==> src/rtl/btn_pulse_conditioner_if.sv <==
// ---------------------------------------------------------------------------
// btn_pulse_conditioner_if
//
// Purpose:
//    Groups the board-facing push-button/switch inputs, the FIFO status flags
//    and the FIFO strobe outputs of btn_pulse_conditioner into one bundle.
//
// Parameters:
//    DATA_W      width of the switch bus and of wr_data
//
// Signals:
//    wr_btn_raw  raw write button (asynchronous, bouncy)
//    rd_btn_raw  raw read button (asynchronous, bouncy)
//    sw_raw      raw slide switches (asynchronous)
//    fifo_full   FIFO full flag
//    fifo_empty  FIFO empty flag
//    wr_en       one-cycle write strobe to the FIFO
//    rd_en       one-cycle read strobe to the FIFO
//    wr_data     switch snapshot, valid in the cycle wr_en=1
//    led_err     sticky refused-request indicator
//
// Modports:
//    master      the environment side: drives buttons, switches and flags
//    slave       the conditioner side: consumes them and drives the strobes
// ---------------------------------------------------------------------------
interface btn_pulse_conditioner_if #(
    parameter int DATA_W = 8
);
    logic              wr_btn_raw;
    logic              rd_btn_raw;
    logic [DATA_W-1:0] sw_raw;
    logic              fifo_full;
    logic              fifo_empty;
    logic              wr_en;
    logic              rd_en;
    logic [DATA_W-1:0] wr_data;
    logic              led_err;

    modport master (
        output wr_btn_raw, rd_btn_raw, sw_raw, fifo_full, fifo_empty,
        input  wr_en, rd_en, wr_data, led_err
    );

    modport slave (
        input  wr_btn_raw, rd_btn_raw, sw_raw, fifo_full, fifo_empty,
        output wr_en, rd_en, wr_data, led_err
    );
endinterface

==> src/rtl/btn_pulse_conditioner.sv <==
// ---------------------------------------------------------------------------
// btn_pulse_conditioner
//
// Purpose:
//    Front-end for top_fifo. Synchronises and debounces the write/read push
//    buttons and the slide switches, turns each debounced press into a single
//    registered one-cycle strobe, gates the strobes against FIFO full/empty
//    and raises a sticky error LED whenever a request has to be refused.
//
// Build option:
//    AUTO_REPEAT_EN  when defined, a held button produces extra requests:
//                    the first REPEAT_DELAY cycles after the press is
//                    accepted, then one every REPEAT_PERIOD cycles until
//                    release. When undefined no repeat logic exists.
//
// Ports:
//    clk_50mhz   in   system clock
//    rst_btn     in   synchronous, active-high reset
//    bus         slave modport of btn_pulse_conditioner_if carrying the raw
//                buttons/switches, the FIFO flags, wr_en/rd_en/wr_data and
//                led_err
//
// Sub-module BtnDebounceChannel (same file): one press/release debounce FSM
// per button, producing a combinational request pulse.
// ---------------------------------------------------------------------------
module BtnDebounceChannel #(
    parameter int DEBOUNCE_CYCLES = 1_000_000,
    parameter int CNT_W           = 25,
    parameter int REPEAT_DELAY    = 25_000_000,
    parameter int REPEAT_PERIOD   = 5_000_000
) (
    input  logic i_clk,
    input  logic i_rst,
    input  logic i_sync,
    output logic o_req
);
    typedef enum logic [1:0] {
        IDLE,
        PRESS_WAIT,
        PRESSED,
        RELEASE_WAIT
    } chanState_t;

    chanState_t       r_state;
    chanState_t       w_nextState;
    logic [CNT_W-1:0] r_cnt;
    logic [CNT_W-1:0] w_nextCnt;
    logic             w_pressReq;

    // State and debounce counter registers; reset drops any press in flight.
    always_ff @(posedge i_clk) begin
        if (i_rst) begin
            r_state <= IDLE;
            r_cnt   <= '0;
        end else begin
            r_state <= w_nextState;
            r_cnt   <= w_nextCnt;
        end
    end

    // Next-state logic. The counter starts at 1 on entering a wait state and
    // stops at DEBOUNCE_CYCLES, so it can never wrap. The press request is
    // raised on the same cycle the FSM commits to PRESSED so the strobe can be
    // registered on that very edge. Bouncing back from RELEASE_WAIT into
    // PRESSED is treated as the same press and issues nothing.
    always_comb begin
        w_nextState = r_state;
        w_nextCnt   = r_cnt;
        w_pressReq  = 1'b0;
        case (r_state)
            IDLE: begin
                if (i_sync) begin
                    w_nextState = PRESS_WAIT;
                    w_nextCnt   = CNT_W'(1);
                end
            end
            PRESS_WAIT: begin
                if (!i_sync) begin
                    w_nextState = IDLE;
                    w_nextCnt   = '0;
                end else if (r_cnt == CNT_W'(DEBOUNCE_CYCLES)) begin
                    w_nextState = PRESSED;
                    w_nextCnt   = '0;
                    w_pressReq  = 1'b1;
                end else begin
                    w_nextCnt = r_cnt + CNT_W'(1);
                end
            end
            PRESSED: begin
                if (!i_sync) begin
                    w_nextState = RELEASE_WAIT;
                    w_nextCnt   = CNT_W'(1);
                end
            end
            RELEASE_WAIT: begin
                if (i_sync) begin
                    w_nextState = PRESSED;
                    w_nextCnt   = '0;
                end else if (r_cnt == CNT_W'(DEBOUNCE_CYCLES)) begin
                    w_nextState = IDLE;
                    w_nextCnt   = '0;
                end else begin
                    w_nextCnt = r_cnt + CNT_W'(1);
                end
            end
            default: begin
                w_nextState = IDLE;
                w_nextCnt   = '0;
            end
        endcase
    end

`ifdef AUTO_REPEAT_EN
    logic [CNT_W-1:0] r_repCnt;
    logic [CNT_W-1:0] w_nextRepCnt;
    logic             w_repReq;

    // Repeat counter register.
    always_ff @(posedge i_clk) begin
        if (i_rst) begin
            r_repCnt <= '0;
        end else begin
            r_repCnt <= w_nextRepCnt;
        end
    end

    // The repeat counter sits at 0 outside PRESSED and counts cycles spent
    // holding. Hitting REPEAT_DELAY-1 fires a request on the edge that is
    // REPEAT_DELAY cycles after entry; reloading with
    // REPEAT_DELAY-REPEAT_PERIOD makes every following request land exactly
    // REPEAT_PERIOD cycles later. A release seen this cycle clears it and
    // suppresses any repeat.
    always_comb begin
        w_nextRepCnt = '0;
        w_repReq     = 1'b0;
        if (r_state == PRESSED && i_sync) begin
            if (r_repCnt == CNT_W'(REPEAT_DELAY - 1)) begin
                w_repReq     = 1'b1;
                w_nextRepCnt = CNT_W'(REPEAT_DELAY - REPEAT_PERIOD);
            end else begin
                w_nextRepCnt = r_repCnt + CNT_W'(1);
            end
        end
    end

    assign o_req = w_pressReq | w_repReq;
`else
    assign o_req = w_pressReq;
`endif
endmodule

module btn_pulse_conditioner #(
    parameter int DATA_W          = 8,
    parameter int DEBOUNCE_CYCLES = 1_000_000,
    parameter int CNT_W           = 25,
    parameter int REPEAT_DELAY    = 25_000_000,
    parameter int REPEAT_PERIOD   = 5_000_000
) (
    input logic                      clk_50mhz,
    input logic                      rst_btn,
    btn_pulse_conditioner_if.slave   bus
);
    logic              r_wrMeta;
    logic              r_wrSync;
    logic              r_rdMeta;
    logic              r_rdSync;
    logic [DATA_W-1:0] r_swMeta;
    logic [DATA_W-1:0] r_swSync;
    logic              w_wrReq;
    logic              w_rdReq;
    logic              w_wrGo;
    logic              w_rdGo;
    logic              w_refused;

    // Two-flop synchronisers for both buttons and every switch bit.
    always_ff @(posedge clk_50mhz) begin
        if (rst_btn) begin
            r_wrMeta <= 1'b0;
            r_wrSync <= 1'b0;
            r_rdMeta <= 1'b0;
            r_rdSync <= 1'b0;
            r_swMeta <= '0;
            r_swSync <= '0;
        end else begin
            r_wrMeta <= bus.wr_btn_raw;
            r_wrSync <= r_wrMeta;
            r_rdMeta <= bus.rd_btn_raw;
            r_rdSync <= r_rdMeta;
            r_swMeta <= bus.sw_raw;
            r_swSync <= r_swMeta;
        end
    end

    BtnDebounceChannel #(
        .DEBOUNCE_CYCLES (DEBOUNCE_CYCLES),
        .CNT_W           (CNT_W),
        .REPEAT_DELAY    (REPEAT_DELAY),
        .REPEAT_PERIOD   (REPEAT_PERIOD)
    ) u_wrChannel (
        .i_clk  (clk_50mhz),
        .i_rst  (rst_btn),
        .i_sync (r_wrSync),
        .o_req  (w_wrReq)
    );

    BtnDebounceChannel #(
        .DEBOUNCE_CYCLES (DEBOUNCE_CYCLES),
        .CNT_W           (CNT_W),
        .REPEAT_DELAY    (REPEAT_DELAY),
        .REPEAT_PERIOD   (REPEAT_PERIOD)
    ) u_rdChannel (
        .i_clk  (clk_50mhz),
        .i_rst  (rst_btn),
        .i_sync (r_rdSync),
        .o_req  (w_rdReq)
    );

    // Requests are gated with the flags as they stand on the request cycle; a
    // refused request is simply dropped, leaving only the error LED behind.
    assign w_wrGo    = w_wrReq & ~bus.fifo_full;
    assign w_rdGo    = w_rdReq & ~bus.fifo_empty;
    assign w_refused = (w_wrReq & bus.fifo_full) | (w_rdReq & bus.fifo_empty);

    // Registered strobes, switch snapshot and sticky error LED. wr_data only
    // changes on the edge that raises wr_en so the FIFO always sees the value
    // captured with its own strobe.
    always_ff @(posedge clk_50mhz) begin
        if (rst_btn) begin
            bus.wr_en   <= 1'b0;
            bus.rd_en   <= 1'b0;
            bus.wr_data <= '0;
            bus.led_err <= 1'b0;
        end else begin
            bus.wr_en <= w_wrGo;
            bus.rd_en <= w_rdGo;
            if (w_wrGo) begin
                bus.wr_data <= r_swSync;
            end
            if (w_refused) begin
                bus.led_err <= 1'b1;
            end
        end
    end
endmodule

==> src/flat_wrapper.sv <==
// flat-port wrapper written by rule: the top's interface ports become plain ports
module btn_pulse_conditioner_flat 
#(
    parameter int DATA_W          = 8,
    parameter int DEBOUNCE_CYCLES = 1_000_000,
    parameter int CNT_W           = 25,
    parameter int REPEAT_DELAY    = 25_000_000,
    parameter int REPEAT_PERIOD   = 5_000_000
)
  (clk_50mhz, rst_btn, bus_wr_btn_raw, bus_rd_btn_raw, bus_sw_raw, bus_fifo_full, bus_fifo_empty, bus_wr_en, bus_rd_en, bus_wr_data, bus_led_err);
  btn_pulse_conditioner_if #(.DATA_W(DATA_W)) bus_i ();
  input logic clk_50mhz;
  input logic rst_btn;
  input wire logic [$bits(bus_i.wr_btn_raw)-1:0] bus_wr_btn_raw;
  input wire logic [$bits(bus_i.rd_btn_raw)-1:0] bus_rd_btn_raw;
  input wire logic [$bits(bus_i.sw_raw)-1:0] bus_sw_raw;
  input wire logic [$bits(bus_i.fifo_full)-1:0] bus_fifo_full;
  input wire logic [$bits(bus_i.fifo_empty)-1:0] bus_fifo_empty;
  output wire logic [$bits(bus_i.wr_en)-1:0] bus_wr_en;
  output wire logic [$bits(bus_i.rd_en)-1:0] bus_rd_en;
  output wire logic [$bits(bus_i.wr_data)-1:0] bus_wr_data;
  output wire logic [$bits(bus_i.led_err)-1:0] bus_led_err;
  assign bus_i.wr_btn_raw = bus_wr_btn_raw;
  assign bus_i.rd_btn_raw = bus_rd_btn_raw;
  assign bus_i.sw_raw = bus_sw_raw;
  assign bus_i.fifo_full = bus_fifo_full;
  assign bus_i.fifo_empty = bus_fifo_empty;
  assign bus_wr_en = bus_i.wr_en;
  assign bus_rd_en = bus_i.rd_en;
  assign bus_wr_data = bus_i.wr_data;
  assign bus_led_err = bus_i.led_err;
  btn_pulse_conditioner #(.DATA_W(DATA_W), .DEBOUNCE_CYCLES(DEBOUNCE_CYCLES), .CNT_W(CNT_W), .REPEAT_DELAY(REPEAT_DELAY), .REPEAT_PERIOD(REPEAT_PERIOD)) u_core (.clk_50mhz(clk_50mhz), .rst_btn(rst_btn), .bus(bus_i));
endmodule
==> config.mk <==
export PLATFORM = sky130hd
export DESIGN_NAME = btn_pulse_conditioner_flat
export DESIGN_NICKNAME = d
export VERILOG_FILES = /design/src/rtl/btn_pulse_conditioner_if.sv /design/src/rtl/btn_pulse_conditioner.sv /design/src/flat_wrapper.sv
export SDC_FILE = /design/constraint.sdc
export NUM_CORES = 1
export LEC_CHECK = 0
export ABC_CLOCK_PERIOD_IN_PS = 3300
export CORE_MARGIN = 10
export CORE_UTILIZATION = 45
export CTS_BUF_LIST = sky130_fd_sc_hd__clkbuf_8
export CTS_CLUSTER_SIZE = 24
export DETAILED_ROUTE_END_ITERATION = 8
export DONT_BUFFER_PORTS = 1
export PLACE_DENSITY_LB_ADDON = 0.25
export SKIP_LAST_GASP = 1
export SLEW_MARGIN = 5
export SYNTH_ARGS = -nofsm -noshare
export SYNTH_HDL_FRONTEND = slang
export SYNTH_SLANG_ARGS = --single-unit
==> constraint.sdc <==
create_clock -name clk_50mhz -period 3.3 [get_ports clk_50mhz]
set_input_delay 0.66 -clock clk_50mhz [delete_from_list [all_inputs] [get_ports clk_50mhz]]
set_output_delay 0.66 -clock clk_50mhz [all_outputs]
set_load 0.02 [all_outputs]
==> impl_metrics.yaml <==
run_status:
  status: "completed"
detailed_routing:
  vias: 2707
  wl_per_cell_um: 13.9
  firstDrtPassIters: 7
  vias_per_cell: 5.27
  wl_um: 7130
  drc: 0
  initialDrtViolationCount: 86
  ant_nets: 0
synth:
  synth_top_area_cell: "dfxtp_1"
  synthTopCellsByArea: "dfxtp_1 (45%), xnor2_1 (7.5%), nor2_1 (6.7%), nor2b_1 (3.7%), mux2i_1 (2.7%)"
  syn_area_um2: 3760
  synth.distinct_cells: 53
  yosys_most_used_dff: "dfxtp_1"
  syn_inst: 405
  synth_top_cell_area_share_pct: 45.3
  yosys_warnings: 0
  synth-edff-count: 0
  synth_nets: 423
  synthArstFlopShare_pct: 0
  syn_area_per_cell_um2: 9.28
  synth_seq_cells: 85
  ys_seq_area_share_pct: 45.3
power_and_ir_drop:
  powerDensity_nw_per_um2: 455
  vdd_drop_max_uv: 239
  p_leak_nw: 1.30
die:
  fp-row-count: 33
  core-area_um2: 8180
  start_util_pct: 46.0
  die_area_um2: 12400
  ios: 25
  dieHeight_um: 111
  die_w_um: 111
clock_tree:
  post-cts-setup-buffers: 0
  hold_buffers: 0
  cts.sinks: 85
  cts_tree: "done"
  clock_latency_ns: 0.37
  cts_resized: 0
  h-tree-depth: 3
  numCtsBuffers: 9
  clk_pin_slew_ns: 0.10
  clockBufferDepth: 2
  root_buffer: "clkbuf_8"
final_layout:
  finish.utilization_pct: 49.6
  drive_gt1_share_pct: 8.56
  antenna_cells: 0
  nNetsFinal: 422
  final_common_cell: "dfxtp_1"
  final_cell_mix: "dfxtp_1 (85), nor2_1 (67), xnor2_1 (32)"
  fillers: 771
  area_growth_pct: 7.75
timing:
  finalMaxSlewViolations: 0
  finalHoldViolCount: 0
  fin_setup_tns_ns: 0
  finalSetupViolCount: 0
  tightestPinTransition_ns: 0.969
  relSlewSlack_pct: 35.1
  skew_ns: 0.0142
  fmax_ghz: 0.505
  period_needed_ns: 1.98
  grt_setup_unrepaired: "false"
  fin_crit_sh_pct: 59.9
min_path:
  worstHoldPathType: "input port to register"
global_route:
  grt_max_degree: 46
  antenna_found_initial: 0
  track_usage_pct: 11.8
  overflow: 0
  grt_pass1_vias: 2656
  grt_pass1_wl_um: 12400
worst_setup_path:
  startpoint_type: "register"
  cp_max_fo: 7
  worstPathArrival_ns: 2.28
  end_kind: "register"
  path_class: "register to register"
  required_ns: 3.60
  slowest_stage: "a2111oi_2"
  slowest_delay_ns: 0.70
  path_cells: "nand4_1, a2111oi_2, nand3_1, xor2_1, nor2_1"
job:
  max-cap-violations: 0
placement:
  post-dp-hpwl_um: 4940
  gp_congestion: 0.807
  io_buffers: 0
## critical path: cells and delay by family, from the launching register on
kind / cells / cell delay [ns]
compound gates: 1 / 0.70
xor+xnor: 1 / 0.18
flops: 1 / 0.47
simple gates: 3 / 0.58
## metal layers
layer | vias to the layer above | routed length (um) | global-route usage (%) | share of wire, %
met3 | 11 | 385 | 4.51 | 5.4
met1 | 1245 | 3220 | 12.8 | 45
met2 | 38 | 3380 | 19.8 | 47
li1 | 1413 | - | - | -
met4 | 0 | 142 | 5.91 | 2.0
met5 | - | 0 | 0 | 0
## where the power goes
part	internal (W)	total, W	switching (W)
Sequential	0.00104	0.00104	0.00000635
Combinational	0.0000170	0.0000427	0.0000257
Clock	0.000308	0.000755	0.000447
Total	0.00136	0.00184	0.000480
## metrics by stage
step | area, um^2 | total power, W | setup slack, ns | std cells | hold WS, ns
3_5_place_dp | 3830 | 0.00111 | 1.32 | 498 | 0.424
2_1_floorplan | 3760 | 0.00111 | 1.57 | 405 | 0.414
6_report | 4050 | 0.00184 | 1.32 | 514 | 0.363
5_1_grt | 4050 | 0.00191 | 1.12 | 514 | 0.332
3_3_place_gp | 3830 | 0.00111 | 1.40 | 498 | 0.417
4_1_cts | 4050 | 0.00187 | 1.30 | 514 | 0.346
## synthesized netlist by cell type, types with 3 or more instances
cell and count:
and3_1 4, xor2_1 10, nor2b_1 22, nand4_1 13, and4_1 5, xnor2_1 32
nand3_1 18, clkbuf_1 7, ha_1 4, mux2i_1 10, dfxtp_1 85, a31oi_1 6
nand2_1 19, inv_1 11, buf_2 4, nor2_1 67, or3_1 4, nand2b_1 3
a21oi_1 9, nor3_1 18, nor4b_1 3, nor4_1 9, o21ai_0 3
## path summary, 6_finish.rpt
path                            slack, ns  cells after the start                                      from                                   endpoint
worst min register to register       0.44                      1                u_core.r_rdMeta$_SDFF_PP0_                 u_core.r_rdSync$_SDFF_PP0_
worst min-delay path                 0.36                      1                                   rst_btn              u_core.r_swMeta[5]$_SDFF_PP0_
worst max register to register       1.32                      5  u_core.u_rdChannel.r_cnt[2]$_SDFFE_PP0P_  u_core.u_rdChannel.r_cnt[23]$_SDFFE_PP0P_
worst max-delay path                 1.32                      5  u_core.u_rdChannel.r_cnt[2]$_SDFFE_PP0P_  u_core.u_rdChannel.r_cnt[23]$_SDFFE_PP0P_
## cell families after synthesis
| kind of cell | synth area share [%] |
|---|---|
| mux | 2.66 |
| simple gates | 31.6 |
| fa+ha+maj | 1.33 |
| flops | 45.3 |
| xor+xnor | 10.2 |
| compound gates | 5.86 |
| buf+inv | 3.03 |
## state kept, by name (all words and copies together) (netlist names), named ones only
| name | count |
|---|---|
| u_core.bus.led_err | 1 |
| u_core.u_wrChannel.r_state | 1 |
| u_core.u_rdChannel.r_cnt | 25 |
| u_core.r_wrMeta | 1 |
| u_core.bus.wr_en | 1 |
| u_core.r_rdSync | 1 |
| u_core.r_swSync | 8 |
| u_core.r_rdMeta | 1 |
| u_core.r_wrSync | 1 |
| u_core.r_swMeta | 8 |
| u_core.bus.rd_en | 1 |
| u_core.bus.wr_data | 8 |
| u_core.u_wrChannel.r_cnt | 25 |
| u_core.u_rdChannel.r_state | 1 |
## final cells by class
class	instances	area [um^2]	area share (%)
multi-input combinational	295	1940	48.0
sequential	85	1700	42.0
tap	105	131	3.24
clock buffer	9	124	3.06
clock inverter	7	93.8	2.32
inverter	11	41.3	1.02
timing repair buffer	2	15.0	0.371
Note: power is estimated with default switching activity, not from simulation.
